`config.mk`:
```
export PLATFORM = sky130hd
export DESIGN_NAME = load_store_unit
export DESIGN_NICKNAME = d
export VERILOG_FILES = /design/src/rtl/load_store_unit_pkg.sv /design/src/rtl/lsu_load_extend.sv /design/src/rtl/load_store_unit.sv
export SDC_FILE = /design/constraint.sdc
export NUM_CORES = 1
export LEC_CHECK = 0
export CORE_ASPECT_RATIO = 1.4
export CORE_UTILIZATION = 25
export CTS_BUF_LIST = sky130_fd_sc_hd__clkbuf_4 sky130_fd_sc_hd__clkbuf_8
export DETAILED_ROUTE_END_ITERATION = 12
export PLACE_DENSITY = 0.6
export SLEW_MARGIN = 20
export SYNTH_ARGS = -nofsm -noshare
export SYNTH_HDL_FRONTEND = slang
export SYNTH_SLANG_ARGS = --single-unit
```
`constraint.sdc`:
```
create_clock -name clk -period 1.88 [get_ports clk]
set_input_delay 0.376 -clock clk [delete_from_list [all_inputs] [get_ports clk]]
set_output_delay 0.376 -clock clk [all_outputs]
set_load 0.01 [all_outputs]
```
`src/rtl/load_store_unit_pkg.sv`:
```
// load_store_unit_pkg: shared funct3 encodings, FSM states, byte-enable constants and access sizing
package load_store_unit_pkg;

    localparam logic [2:0] F3_LB  = 3'b000;
    localparam logic [2:0] F3_LH  = 3'b001;
    localparam logic [2:0] F3_LW  = 3'b010;
    localparam logic [2:0] F3_LBU = 3'b100;
    localparam logic [2:0] F3_LHU = 3'b101;

    localparam logic [1:0] F3_SB = 2'b00;
    localparam logic [1:0] F3_SH = 2'b01;

    localparam logic [3:0] BE_BYTE = 4'b0001;
    localparam logic [3:0] BE_HALF = 4'b0011;
    localparam logic [3:0] BE_WORD = 4'b1111;

    typedef enum logic [1:0] {IDLE, ACCESS, RESP} lsu_state_e;
    typedef enum logic [1:0] {SZ_B, SZ_H, SZ_W} lsu_size_e;

    // Load and store funct3 share the low-bit size code; every unlisted code is a word.
    function automatic lsu_size_e size_of(input logic [1:0] f);
        return f == F3_SB ? SZ_B : f == F3_SH ? SZ_H : SZ_W;
    endfunction

endpackage

```
`src/rtl/lsu_load_extend.sv`:
```
// lsu_load_extend: selects the load lane from a read word and sign/zero-extends it
module lsu_load_extend
    import load_store_unit_pkg::*;
(
    input  logic [31:0] rdata,
    input  logic [2:0]  ctrl,
    input  logic [1:0]  offset,
    output logic [31:0] data
);

    logic [7:0]  b;
    logic [15:0] h;

    assign b = rdata[{offset, 3'b000} +: 8];
    assign h = offset[1] ? rdata[31:16] : rdata[15:0];
    assign data = ctrl == F3_LB  ? {{24{b[7]}}, b} :
                  ctrl == F3_LBU ? {24'h0, b} :
                  ctrl == F3_LH  ? {{16{h[15]}}, h} :
                  ctrl == F3_LHU ? {16'h0, h} : rdata;

endmodule

```
`src/rtl/load_store_unit.sv`:
```
// load_store_unit: single-outstanding load/store engine with alignment checks and lane handling
module load_store_unit
    import load_store_unit_pkg::*;
(
    input  logic        clk,
    input  logic        rst_n,
    input  logic        memRead,
    input  logic        memWrite,
    input  logic [2:0]  loadCtrl,
    input  logic [1:0]  storeCtrl,
    input  logic [31:0] address,
    input  logic [31:0] storeData,
    output logic        dmemReq,
    output logic        dmemWe,
    output logic [31:0] dmemAddr,
    output logic [31:0] dmemWData,
    output logic [3:0]  dmemByteEn,
    input  logic        dmemReady,
    input  logic [31:0] dmemRData,
    output logic        stall,
    output logic [31:0] loadData,
    output logic        loadValid,
    output logic        misalignFault
);

    lsu_state_e  state_q, state_d;
    logic [31:0] addr_q, addr_d, wdata_q, wdata_d, load_data_q, load_data_d;
    logic [3:0]  be_q, be_d;
    logic        we_q, we_d;
    logic [2:0]  ld_ctrl_q, ld_ctrl_d;
    logic [31:0] ext_data, st_wdata;
    logic [3:0]  st_be;
    lsu_size_e   size;
    logic        req, misalign, accept;

    // A simultaneous read and write is treated as a store.
    assign size     = size_of(memWrite ? storeCtrl : loadCtrl[1:0]);
    assign req      = memRead | memWrite;
    assign misalign = (size == SZ_H && address[0]) || (size == SZ_W && address[1:0] != 2'b00);
    assign accept   = state_q == IDLE && req && !misalign;
    assign st_be    = size == SZ_B ? BE_BYTE << address[1:0] :
                      size == SZ_H ? BE_HALF << {address[1], 1'b0} : BE_WORD;
    assign st_wdata = size == SZ_B ? {4{storeData[7:0]}} :
                      size == SZ_H ? {2{storeData[15:0]}} : storeData;

    lsu_load_extend u_load_extend (
        .rdata  (dmemRData),
        .ctrl   (ld_ctrl_q),
        .offset (addr_q[1:0]),
        .data   (ext_data)
    );

    always_comb begin
        state_d     = state_q;
        addr_d      = addr_q;
        wdata_d     = wdata_q;
        be_d        = be_q;
        we_d        = we_q;
        ld_ctrl_d   = ld_ctrl_q;
        load_data_d = load_data_q;
        case (state_q)
            IDLE: if (accept) begin
                state_d   = ACCESS;
                addr_d    = address;
                wdata_d   = st_wdata;
                be_d      = memWrite ? st_be : BE_WORD;
                we_d      = memWrite;
                ld_ctrl_d = loadCtrl;
            end
            ACCESS: if (dmemReady) begin
                state_d     = RESP;
                load_data_d = we_q ? load_data_q : ext_data;
            end
            default: state_d = IDLE;
        endcase
    end

    always_ff @(posedge clk) begin
        if (!rst_n) begin
            state_q     <= IDLE;
            addr_q      <= '0;
            wdata_q     <= '0;
            be_q        <= '0;
            we_q        <= 1'b0;
            ld_ctrl_q   <= F3_LW;
            load_data_q <= '0;
        end else begin
            state_q     <= state_d;
            addr_q      <= addr_d;
            wdata_q     <= wdata_d;
            be_q        <= be_d;
            we_q        <= we_d;
            ld_ctrl_q   <= ld_ctrl_d;
            load_data_q <= load_data_d;
        end
    end

    assign dmemReq       = state_q == ACCESS;
    assign dmemWe        = we_q;
    assign dmemAddr      = {addr_q[31:2], 2'b00};
    assign dmemWData     = wdata_q;
    assign dmemByteEn    = be_q;
    assign loadData      = load_data_q;
    assign loadValid     = state_q == RESP;
    assign stall         = accept || state_q == ACCESS;
    assign misalignFault = state_q == IDLE && req && misalign;

endmodule
```
==> results.json <==
{
  "fp.dieW_um": 127.4,
  "overflow": 0,
  "p_total_uw": 5954,
  "crit_path_max_fanout": 5,
  "drive_gt1_share_pct": 15.78,
  "synth_area_um2": 5505,
  "portBuffers": 208,
  "clk_latency_ns": 0.40,
  "cts_tree": "built",
  "skew_ns": 0.01033,
  "power_switching_uw": 1818,
  "pwr-share-comb_pct": 30.0,
  "powerDensity_nw_per_um2": 716.4,
  "relSlewSlack_pct": 63.36,
  "antenna_found_initial": 2,
  "cts_root_buf": "clkbuf_8",
  "layout.cells.non_filler": 1105,
  "dpl_worst_slack_ns": -0.6745,
  "drt_iter0_markers": 339,
  "yosys-top-cells-area": "dfxtp_1, a21oi_1, o31ai_1, o211ai_1, buf_4",
  "required_ns": 1.50,
  "layout_min_cycle_time_ns": 1.847,
  "core_um2": 21360,
  "seq_power_share_pct": 42.5,
  "fillers": 2188,
  "path_clk_slew_ns": 0.10,
  "pwr-share-clk_pct": 27.6,
  "cts_hold_repair.buffers": 0,
  "cts_buffers": 9,
  "h-tree-depth": 3,
  "drc_errors": 0,
  "grt_pass1_wl_um": 30500,
  "post_drt_wl_per_cell_um": 17.87,
  "finalHoldViolations": 0,
  "fmax_ghz": 0.5414,
  "switching_share_pct": 30.53,
  "tns_ns": 0,
  "arrival_ns": 1.47,
  "synth_top_cells_by_count": "dfxtp_1, a21oi_1, o31ai_1, o211ai_1, clkbuf_1",
  "worst_slack_ns": 0.03302,
  "post-route-period-util_pct": 98.24,
  "grt.total_usage_pct": 17.44,
  "synth_top_cell_by_area": "dfxtp_1",
  "ys.flop_type": "dfxtp_1",
  "grt_pass1_vias": 5461,
  "via_per_inst": 5.061,
  "synth.top_cell.area_share_pct": 38.55,
  "power.internal_uw": 4136,
  "synth_seq_area_share_pct": 38.55,
  "grt_max_degree": 51,
  "vias": 5592,
  "finalMaxSlewViolations": 0,
  "die_area_um2": 22630,
  "rows": 63,
  "cts_sinks": 106,
  "status": "finished, final reports clean",
  "dp_hpwl_um": 14450,
  "yosys_warnings": 0,
  "drv_cap": 0,
  "hold-worst-slack_ns": 0.3428,
  "netlist_instances": 613,
  "worst_slew_pin_slew_ns": 0.5496,
  "crit_type": "input pin to primary output",
  "min_path_type": "input pin to flip-flop",
  "nets": 912,
  "ys_ff_latch": 106,
  "wirelength_um": 19750,
  "clock_path_buffers": 2,
  "synth_most_common_cell": "dfxtp_1",
  "rsz0062_at_grt": "false",
  "finalSetupViolCount": 0,
  "area_growth_pct": 50.98,
  "initial_utilization_pct": 25.77,
  "cp-start-kind": "input pin",
  "place_congestion": 0.8162,
  "endpoint_kind": "primary output",
  "ys_types": 43,
  "power.leakage_uw": 0.003286,
  "synth_edf_count": 0,
  "die_height_um": 177.6,
  "drtPass1Iterations": 5,
  "ys_async_sr_fraction_pct": 0,
  "ir_drop_uv": 322.6,
  "avgSynthCellArea_um2": 8.981,
  "ant_nets": 0,
  "dp_cells": 1081,
  "ioPinCount": 211
}
layer usage:
layer  part of all wire (%)  global-route usage, %
met5                      0                      0
met4                    4.5                  10.57
met3                    5.1                  2.653
met2                     48                  28.64
met1                     42                  21.42
power by group through the flow:
| stage | clock, uW | sequential [uW] | combinational, uW |
|---|---|---|---|
| floorplan | 0 | 2610 | 837 |
| global placement | 0 | 2580 | 1760 |
| detailed placement | 0 | 2580 | 1770 |
| CTS | 1700 | 2530 | 1770 |
| global route | 1780 | 2550 | 1910 |
| finish | 1640 | 2530 | 1780 |
metrics by stage:
step / area, um^2 / util, %
2_1_floorplan: 5523 / -
3_3_place_gp: 8011 / 37.50
3_5_place_dp: 8011 / 37.50
4_1_cts: 8265 / 38.69
5_1_grt: 8312 / 38.91
6_report: 8312 / 38.91
logic make-up after synthesis:
family          Yosys count  synth area share, %
simple gates             77                6.432
compound gates          272                33.77
flops                   106                38.55
other cells               1              0.06812
buf+inv                 114                11.14
mux                      43                10.05
layout by cell type (no fill, tap or decap), types with 9 or more instances in the layout:
master	instances
a21oi_1	82
and3_1	9
buf_4	60
clkbuf_8	10
clkdlybuf4s50_1	197
dfxtp_1	105
inv_1	14
mux2i_1	24
nand2_1	35
nor2_1	20
o211a_1	16
o211ai_1	51
o21ai_0	26
o31ai_1	52
path summary, 6_finish.rpt:
kind	from	to	slack, ns	depth (start not counted)
worst min-delay path	rst_n	loadData[11]	0.34	2
worst max register to register	state_q[0]	addr_q[1]	0.12	7
worst max-delay path	address[1]	stall	0.03	6
worst min register to register	dmemWData[9]	dmemWData[9]	0.47	2
cell type report:
cell class                 count  area (um^2)  share of cell area (%)
antenna                        2        5.005                 0.06021
timing repair buffer         280         2695                   32.43
inverter                      15        56.30                  0.6774
clock buffer                  10        137.6                   1.656
sequential                   106         2123                   25.55
clock inverter                 6        90.09                   1.084
tap                          292        365.4                   4.396
multi-input combinational    394         2839                   34.16
critical path, stage by stage:
cell	delay (ns)
clkdlybuf4s50_1	0.48
buf_6	0.14
a21oi_4	0.07
o21ai_4	0.17
nand2_1	0.08
buf_2	0.15
state kept, by name, indices dropped and copies added (netlist names):
name,cells
addr_q,32
dmemWData,32
loadData,32
dmemByteEn,4
ld_ctrl_q,3
state_q,2
dmemWe,1
timing repair:
item,CTS,global route
resized for setup,21,12
pin swaps,2,3
buffers inserted,3,3
setup endpoints to repair,63,10
(Power assumes the default switching activity.)
